### src/rtl/mdio_responder.sv
// Clause-22 MDIO management responder with a 32x16 register file.
// MDC is oversampled in the clk domain; data is sampled on MDC rise and driven on MDC fall.
module mdio_responder #(
    parameter logic [4:0]  PHY_ADDR = 5'd1,
    parameter logic [15:0] ID1      = 16'h0141,
    parameter logic [15:0] ID2      = 16'h0CC2
) (
    input  logic        clk,
    input  logic        reset,
    input  logic        mdc,
    input  logic        mdio_in,
    output logic        mdio_out,
    output logic        mdio_oe,
    output logic        wr_en,
    output logic [4:0]  wr_addr,
    output logic [15:0] wr_data,
    output logic        rd_done
);

    typedef enum logic [2:0] {IDLE, START, OP, PHYAD, REGAD, TA, WDATA, RDATA} state_t;

    state_t      state;
    logic        mdc_q;
    logic [5:0]  pre_cnt;
    logic [4:0]  bit_cnt;
    logic        op_hi;
    logic        is_read;
    logic        phy_match;
    logic [4:0]  phy;
    logic [4:0]  regad;
    logic [15:0] shreg;
    logic [15:0] regs [32];
    logic [15:0] rd_val;
    logic [15:0] wdata_full;
    logic        rise;
    logic        fall;

    assign rise       = ~mdc_q & mdc;
    assign fall       = mdc_q & ~mdc;
    assign wdata_full = {shreg[14:0], mdio_in};

    // Registers 2 and 3 are the read-only identifier words.
    always_comb begin
        rd_val = regs[regad];
        if (regad == 5'd2)      rd_val = ID1;
        else if (regad == 5'd3) rd_val = ID2;
    end

    always_ff @(posedge clk or negedge reset) begin
        if (!reset) begin
            state     <= IDLE;
            mdc_q     <= 1'b0;
            pre_cnt   <= '0;
            bit_cnt   <= '0;
            op_hi     <= 1'b0;
            is_read   <= 1'b0;
            phy_match <= 1'b0;
            phy       <= '0;
            regad     <= '0;
            shreg     <= '0;
            mdio_out  <= 1'b0;
            mdio_oe   <= 1'b0;
            wr_en     <= 1'b0;
            wr_addr   <= '0;
            wr_data   <= '0;
            rd_done   <= 1'b0;
            for (int i = 0; i < 32; i++) regs[i] <= '0;
        end else begin
            mdc_q   <= mdc;
            wr_en   <= 1'b0;
            rd_done <= 1'b0;
            if (rise) begin
                case (state)
                    IDLE: begin
                        if (mdio_in) begin
                            if (pre_cnt != 6'd32) pre_cnt <= pre_cnt + 6'd1;
                        end else begin
                            pre_cnt <= '0;
                            if (pre_cnt == 6'd32) state <= START;
                        end
                    end
                    START: begin
                        bit_cnt <= '0;
                        state   <= mdio_in ? OP : IDLE;
                    end
                    OP: begin
                        if (bit_cnt == 5'd0) begin
                            op_hi   <= mdio_in;
                            bit_cnt <= 5'd1;
                        end else begin
                            bit_cnt <= '0;
                            is_read <= op_hi;
                            state   <= (op_hi ^ mdio_in) ? PHYAD : IDLE;
                        end
                    end
                    PHYAD: begin
                        phy <= {phy[3:0], mdio_in};
                        if (bit_cnt == 5'd4) begin
                            phy_match <= ({phy[3:0], mdio_in} == PHY_ADDR);
                            bit_cnt   <= '0;
                            state     <= REGAD;
                        end else begin
                            bit_cnt <= bit_cnt + 5'd1;
                        end
                    end
                    REGAD: begin
                        regad <= {regad[3:0], mdio_in};
                        if (bit_cnt == 5'd4) begin
                            bit_cnt <= '0;
                            state   <= phy_match ? TA : IDLE;
                        end else begin
                            bit_cnt <= bit_cnt + 5'd1;
                        end
                    end
                    TA: begin
                        // Write turnaround is clocked by rises; read turnaround by falls.
                        if (!is_read) begin
                            if (bit_cnt == 5'd1) begin
                                bit_cnt <= '0;
                                state   <= WDATA;
                            end else begin
                                bit_cnt <= 5'd1;
                            end
                        end
                    end
                    WDATA: begin
                        shreg <= wdata_full;
                        if (bit_cnt == 5'd15) begin
                            if (regad != 5'd2 && regad != 5'd3) begin
                                regs[regad] <= wdata_full;
                                wr_en       <= 1'b1;
                                wr_addr     <= regad;
                                wr_data     <= wdata_full;
                            end
                            bit_cnt <= '0;
                            state   <= IDLE;
                        end else begin
                            bit_cnt <= bit_cnt + 5'd1;
                        end
                    end
                    default: ;
                endcase
            end else if (fall) begin
                case (state)
                    TA: begin
                        if (is_read) begin
                            if (bit_cnt == 5'd0) begin
                                bit_cnt <= 5'd1;
                            end else begin
                                mdio_oe  <= 1'b1;
                                mdio_out <= 1'b0;
                                shreg    <= rd_val;
                                bit_cnt  <= '0;
                                state    <= RDATA;
                            end
                        end
                    end
                    RDATA: begin
                        if (bit_cnt == 5'd16) begin
                            mdio_oe  <= 1'b0;
                            mdio_out <= 1'b0;
                            rd_done  <= 1'b1;
                            bit_cnt  <= '0;
                            state    <= IDLE;
                        end else begin
                            mdio_out <= shreg[15];
                            shreg    <= {shreg[14:0], 1'b0};
                            bit_cnt  <= bit_cnt + 5'd1;
                        end
                    end
                    default: ;
                endcase
            end
        end
    end

endmodule
### config.mk
export PLATFORM = sky130hd
export DESIGN_NAME = mdio_responder
export DESIGN_NICKNAME = d
export VERILOG_FILES = /design/src/rtl/mdio_responder.sv
export SDC_FILE = /design/constraint.sdc
export NUM_CORES = 1
export LEC_CHECK = 0
export CORE_AREA = 2 2 279 281
export DETAILED_ROUTE_END_ITERATION = 7
export DIE_AREA = 0 0 281 283
export GPL_TIMING_DRIVEN = 0
export PLACE_DENSITY = 0.5
export REMOVE_ABC_BUFFERS = 1
export SLEW_MARGIN = 20
export SYNTH_ARGS = -nofsm -noshare
export SYNTH_HDL_FRONTEND = slang
export SYNTH_SLANG_ARGS = --single-unit
export TNS_END_PERCENT = 100
### constraint.sdc
create_clock -name clk -period 4.82 [get_ports clk]
set_input_delay 1.205 -clock clk [delete_from_list [all_inputs] [get_ports clk]]
set_output_delay 1.205 -clock clk [all_outputs]
set_load 0.01 [all_outputs]
Yosys cells after proc, flatten, opt, wreduce, memory -nomap -nowiden. Index checks and enable logic that the tools add are counted.

Add/sub/neg operators: 2. $lt $le $gt $ge: 2. Equality and inequality tests: 37. Multiplexer cells: 62. Bitwise operators: 8. Reduce and logical (&&, ||, !) cells: 20.

Operators with widths (count): 512-bit bitwise mux (1); 16-bit two-way mux (11); 16-bit binary-select mux with 5-bit select (1); 16-bit demux with 5-bit select (1); 3-bit two-way mux (14); 3-bit != test, second input constant (12); 5-bit two-way mux (7); 16-bit one-hot mux with 2 select lines (1); 5-bit one-hot mux with 5 select lines (1); 3-bit one-hot mux with 7 select lines (1); 1-bit two-way mux (16); 14-bit AND reduction (1); 3-bit equality test, second input constant (4); 6-bit two-way mux (2); 3-bit AND reduction (4); 6-bit AND reduction (2); 5-bit by 1-bit equality test with 1-bit output, second input constant (2); 5-bit by 2-bit equality test with 1-bit output, second input constant (2); 5-bit by 2-bit != test with 1-bit output, second input constant (2); 5-bit one-hot mux with 2 select lines (1); 5-bit AND reduction (2); 8-bit by 1-bit != test with 1-bit output, second input constant (1); 6-bit by 1-bit adder with 6-bit output, second input constant (1); 3-bit by 2-bit equality test with 1-bit output, second input constant (2); other kinds (27) (39).

Register bits after elaboration: 580. Bits of input ports: 4. Output and inout bits: 25. Word-level logic and storage cells: 179.

Logic depth before layout (Yosys ltp). Gate-level depths: netlist of run 1.

Word-level depth: 11. Mapped depth: 10. Gate-level depth less buffers: 7.

Least setup slack after synthesis of run 1. Ideal clock, no wire load.

Path kind: in2reg. Start: input mdc. End: register shreg[13]. Library setup time: 125 ps. Arrival time: 2949 ps. Data required time: 4695 ps. Slack: 1746 ps. Stages: 8. Path buffers: 2. Cell sequence: inv_1 > ha_1 > nand2b_1 > nor4b_2 > or2_1 > buf_6 > buf_6 > mux2_2.

Longest elaborated chain between the ends: 4. Elaborated cells between the ends (all ways): 11. Those cells by class: eq/ne: 4; mux: 1; bitwise: 3; reduce/logical: 3.

RTL lines: start, declared (line 10) `input logic mdc,`; 1-bit NOT (line 39) `assign fall = mdc_q & ~mdc;`; 1-bit bitwise AND (line 39); 2-bit nonzero test (no source line); 6-bit AND reduction (no source line); end signal, assigned (line 127) `shreg <= wdata_full;`; end signal, assigned (line 152) `shreg <= rd_val;`; end signal, assigned (line 167) `shreg <= {shreg[14:0], 1'b0};`; end, declared (line 31) `logic [15:0] shreg;`.

Several ways; a longest one is shown, not always the timed one. A chain may end at the register's enable or synchronous reset.

Worst setup path after layout of run 1.
Start: input mdc. End: register regs[367] (netlist bit).

Longest elaborated chain between the ends: 2.

RTL lines: 1-bit bitwise AND (line 38) `assign rise = ~mdc_q & mdc;`; 4-bit AND reduction (no source line); end signal, assigned by index (line 130) `regs[regad] <= wdata_full;`; end, declared (line 32) `logic [15:0] regs [32];`.

Every way passes these cells.

==> results.ini, run 1 <==
[layout]
layout_common_cells=560 x dfrtp_1, 527 x mux2_2, 122 x mux4_2
num_antenna_cells=0
fin_nets=1718
final_common_cell=dfrtp_1
drive_gt1_frac=0.470
syn_to_final_growth_pct=11.9

[logic_synthesis]
syn_area_um2=26500
synth_edf_count=0
netlist.area_leader.share=0.545
netlist_instances=1772
synth_top_area_cell=dfrtp_1
synth_seq_cells=577
synth.distinct_cells=72
ys.flop_type=dfrtp_1
synthArstFlopShare=1.00
synth_top_cells_by_area=dfrtp_1 54%, mux2_2 22%, mux4_2 10%
ys_seq_area_frac=0.545
yosysWarnings=0
avgSynthCellArea_um2=15.0

[drt]
avgViaCountPerCell=5.37
wl_per_cell_um=23.8
drcViolationCount=0
wl_um=66600
drt_pass1_iterations=5
ant_nets=0
routed-via-count=15000
first_iter_violations=988

[power_and_ir_drop]
powerDensity_nw_per_um2=431
total_power_uw=12800
peakVddDrop_mv=0.258
p_leak_uw=0.0139

[floorplan]
start_util=0.346
io-pin-count=29
die_area_um2=79500
die_w_um=281
rows=102
die_y_um=283
core_area_um2=76700

[worst_setup_path]
critPathRequiredTime_ns=5.33
end_kind=flip-flop
regToRegSetupSlack_ns=1.01
critPathKind=input port to flip-flop
crit_fanout=19
crit_arrival_ns=4.99
rr_worst_depth=7
startpoint_type=input port

[global_routing]
grt_remaining_overflow=0
grt_max_degree=100
grt_pass1_wl_um=103000
grt_pass1_vias=16100
grt_antenna_before_repair=0
grt_use_total=0.171

[timing]
hold_viol=0
period_share=0.930
worst_slew_pin_slew_ns=1.12
setup_viol=0
max_freq_mhz=223
max_slew_margin=0.253
setup_ws_ns=0.337
holdWs_ns=0.371
fin_crit_ns=4.48
finalMaxSlewViolations=0
fin_skew_ns=0.0191
rsz0062_at_grt=false

[cts]
ctsHoldBuffers=0
cts-htree-levels=2
cts.clk_slew.worst_paths_ns=0.06
clock_latency_ns=0.63
clock_path_buffers=3
cts_resized=0
root_buffer=clkbuf_16
cts_num_sinks=577
cts_setup_buffers=0
numCtsBuffers=61
cts_tree=yes

[placement]
routabilityCongestion=0.748
dp_hpwl_um=40300
dp_slack_ns=-0.308
port_buffers=28

[run]
maxCapViolCount=0

[hold_path]
min_path_type=flip-flop to flip-flop
hold_path_depth=0

[status]
status=complete, no violations

-- per-stage QoR --
step	setup TNS, ns	cells	utilization	instance area, µm²
floorplan	-570.21	1594	-	25600
global placement	-	2662	0.354	27100
detailed placement	-27.37	2683	0.361	27700
CTS	0	2796	0.387	29700
global route	0	2796	0.387	29700
finish	0	2796	0.387	29700
-- kinds of logic after synthesis --
family,synth area share
multiplexers,0.332
flip-flops,0.545
AND/OR/NAND/NOR,0.0438
AO/OA/AOI/OAI,0.0373
adder cells (fa/ha/maj),0.00378
buffers and inverters,0.0374
XOR/XNOR,0.000661
-- Yosys cell counts (4+ instances only) --
master,count
o22ai_1,4
mux2_2,527
buf_4,10
a22oi_1,47
buf_1,7
nor2_1,20
nand2b_1,8
mux2i_1,13
nor3_1,10
and4_1,9
buf_2,33
a211oi_1,6
nand3_1,16
a21oi_1,7
ha_1,8
dfrtp_1,577
nand2_1,45
and3_1,4
o221ai_1,4
nor2b_1,5
clkbuf_1,102
inv_1,13
nand2_2,30
buf_6,26
o21ai_0,31
mux4_2,122
a31oi_1,9
nor4_1,5
a21o_1,6
nor4b_1,4
-- registers in the layout, indices dropped and copies added (netlist names), 3 cells and up --
register and cells:
regs 509, shreg 16, wr_data 16, pre_cnt 6, bit_cnt 5, regad 5
wr_addr 5, phy 4, state 3
-- report_power, final --
part           switching [µW]  total [µW]  leakage, µW  internal [µW]
sequential                903        5860      0.00800           4960
clock                    1940        4610     0.000960           2670
combinational            1310        2300      0.00496            998
-- path summary, 6_finish.rpt --
path                       startpoint          to
min reg2reg                 regs[477]   regs[477]
max reg2reg                     mdc_q   regs[367]
max                               mdc   regs[367]
min in group asynchronous       reset  pre_cnt[5]
max in group asynchronous       reset   regs[172]
min                         regs[477]   regs[477]
-- critical path, cell delays in order --
cell and delay [ns]:
clkdlybuf4s50_1 0.50, ha_1 0.65, and2_1 0.33, nand3_2 0.34, nor3b_2 0.78, nand2_2 0.66, mux2_2 0.48
-- layout make-up --
type	count	area, µm²
multi-input combinational	1004	11100
clock buffer	106	1920
clock inverter	7	41.3
fill	7205	47000
timing repair buffer	49	769
tap	1040	1300
inverter	13	48.8
sequential	577	14500
-- metal layers --
layer | wire (µm) | vias up | track usage
li1 | - | 6468 | -
met4 | 1290 | 0 | 0.0389
met3 | 2830 | 89 | 0.0264
met1 | 30400 | 8155 | 0.240
met5 | 0 | - | 0
met2 | 32000 | 305 | 0.278
No activity file was read; power rests on OpenSTA's default activity.
==> run 2, diff against run 1 <==
--- a/config.mk
+++ b/config.mk
@@ -5,11 +5,11 @@
 export SDC_FILE = /design/constraint.sdc
 export NUM_CORES = 1
 export LEC_CHECK = 0
-export CORE_AREA = 2 2 279 281
+export CORE_AREA = 2 2 291 293
 export DETAILED_ROUTE_END_ITERATION = 7
-export DIE_AREA = 0 0 281 283
+export DIE_AREA = 0 0 293 295
 export GPL_TIMING_DRIVEN = 0
-export PLACE_DENSITY = 0.5
+export PLACE_DENSITY = 0.47
 export REMOVE_ABC_BUFFERS = 1
 export SLEW_MARGIN = 20
 export SYNTH_ARGS = -nofsm -noshare
==> results.ini, run 2 (synthesized netlist as in run 1, its figures left out) <==
[timing]
rsz0062_at_grt=false
setup_viol=0  ; unchanged
fin_crit_ns=4.65  ; +0.166 ns
holdWs_ns=0.370  ; -0.000696 ns
hold_viol=0  ; unchanged
period_share=0.964  ; +0.0344
max_freq_mhz=215  ; -3.6%
fin_skew_ns=0.0175  ; -0.00165 ns
finalMaxSlewViolations=0  ; unchanged
worst_slew_pin_slew_ns=1.19  ; +0.0666 ns
setup_ws_ns=0.171  ; -0.166 ns
max_slew_margin=0.208  ; -0.0444

[global_routing]
grt_pass1_vias=15900  ; -0.97%
grt_antenna_before_repair=0  ; unchanged
grt_remaining_overflow=0  ; unchanged
grt_max_degree=100  ; unchanged
grt_use_total=0.162  ; -0.00912
grt_pass1_wl_um=105000  ; +1.9%

[drt]
drt_pass1_iterations=5  ; unchanged
routed-via-count=14900  ; -0.83%
avgViaCountPerCell=5.25  ; -2.3%
ant_nets=0  ; unchanged
first_iter_violations=757  ; -23%
wl_um=68500  ; +3.0%
wl_per_cell_um=24.2  ; +1.5%
drcViolationCount=0  ; unchanged

[cts]
clock_latency_ns=0.59  ; -0.04 ns
cts.clk_slew.worst_paths_ns=0.06  ; about the same
clock_path_buffers=3  ; unchanged
numCtsBuffers=67  ; +9.8%
cts_num_sinks=577  ; unchanged
ctsHoldBuffers=0  ; unchanged
cts_tree=yes
cts_setup_buffers=0  ; unchanged
root_buffer=clkbuf_16
cts-htree-levels=3  ; +1
cts_resized=0  ; unchanged

[placement]
routabilityCongestion=0.729  ; -2.6%
dp_hpwl_um=41700  ; +3.5%
port_buffers=28  ; unchanged
dp_slack_ns=-0.369  ; -0.0614 ns

[hold_path]
min_path_type=flip-flop to flip-flop

[floorplan]
core_area_um2=83200  ; +8.4%
die_area_um2=86400  ; +8.7%
rows=106  ; +3.9%
die_w_um=293  ; +4.3%
start_util=0.319  ; -0.0268
io-pin-count=29  ; unchanged
die_y_um=295  ; +4.2%

[power_and_ir_drop]
peakVddDrop_mv=0.347  ; +34%
powerDensity_nw_per_um2=442  ; +2.5%
p_leak_uw=0.0140  ; +0.66%
total_power_uw=13200  ; +3.4%

[worst_setup_path]
critPathRequiredTime_ns=5.28  ; -0.05 ns
startpoint_type=input port
critPathKind=input port to flip-flop
end_kind=flip-flop
crit_fanout=19  ; unchanged
regToRegSetupSlack_ns=0.91  ; -0.10 ns
crit_arrival_ns=5.11  ; +0.12 ns

[layout]
largest_reg_flops=509  ; unchanged
top_regs=regs: 509 flops, shreg: 16 flops, wr_data: 16 flops
final_common_cell=dfrtp_1
layout_common_cells=560 x dfrtp_1, 527 x mux2_2, 122 x mux4_2
syn_to_final_growth_pct=12.9
fin_nets=1725  ; +0.41%
num_antenna_cells=0  ; unchanged
drive_gt1_frac=0.473  ; +0.00288
top_register=regs

[run]
maxCapViolCount=0  ; unchanged

[status]
status=complete, no violations

==> run 2: cell count changes in the layout (fill, tap and decap cells not counted) <==
cell        delta
buf_12         +4
buf_16         -3
buf_6          -1
buf_8          +1
bufinv_16      +1
clkbuf_1       -4
clkbuf_16     +10
clkbuf_8       -4
clkinv_2       -2
clkinvlp_4     +1
inv_6          -1
==> run 2: through the flow <==
step	utilization	instance area, µm²	TNS [ns]	instances
after floorplan	-	25600	-570.21	1594
after global placement	0.327	27200	-	2702
after detailed placement	0.334	27800	-36.17	2724
after global routing	0.360	29900	0	2838
final	0.360	29900	0	2838
after CTS	0.360	29900	0	2838
==> run 2: where the power goes <==
part,internal [µW],switching [µW],total (µW)
logic,1010,1340,2340
registers,4960,907,5870
clock network,3020,1990,5010
==> run 2: routing by layer <==
layer	GRT usage	part of all wire	up-vias	wire, µm
met2	0.261	0.47	228	32500
li1	-	-	6468	-
met3	0.0314	0.037	96	2510
met4	0.0324	0.017	0	1170
met1	0.227	0.47	8100	32400
met5	0	0	-	0
==> run 2: final cells by class <==
type	instances	area [µm²]
clock buffers	108	2100
clock inverters	6	60.1
fillers	7877	53200
inverters	13	48.8
multi-input cells	1004	11100
flip-flops and latches	577	14500
well taps	1080	1350
repair buffers	50	771
==> run 2: path summary, 6_finish.rpt <==
check | startpoint | to | cells after the start
setup / recovery | mdc | regs[495] | 7
hold / removal | regs[466] | regs[466] | 0
setup reg to reg | mdc_q | regs[495] | 7
hold reg to reg | regs[466] | regs[466] | 0
max in group asynchronous | reset | regs[397] | 4
min in group asynchronous | reset | pre_cnt[5] | 1
==> run 2: worst max-delay path: stages <==
cell,delay (ns)
clkdlybuf4s50_1,0.52
ha_1,0.65
and2_1,0.33
nand3_2,0.36
nor3b_2,0.81
nand2_2,0.72
mux2_2,0.50
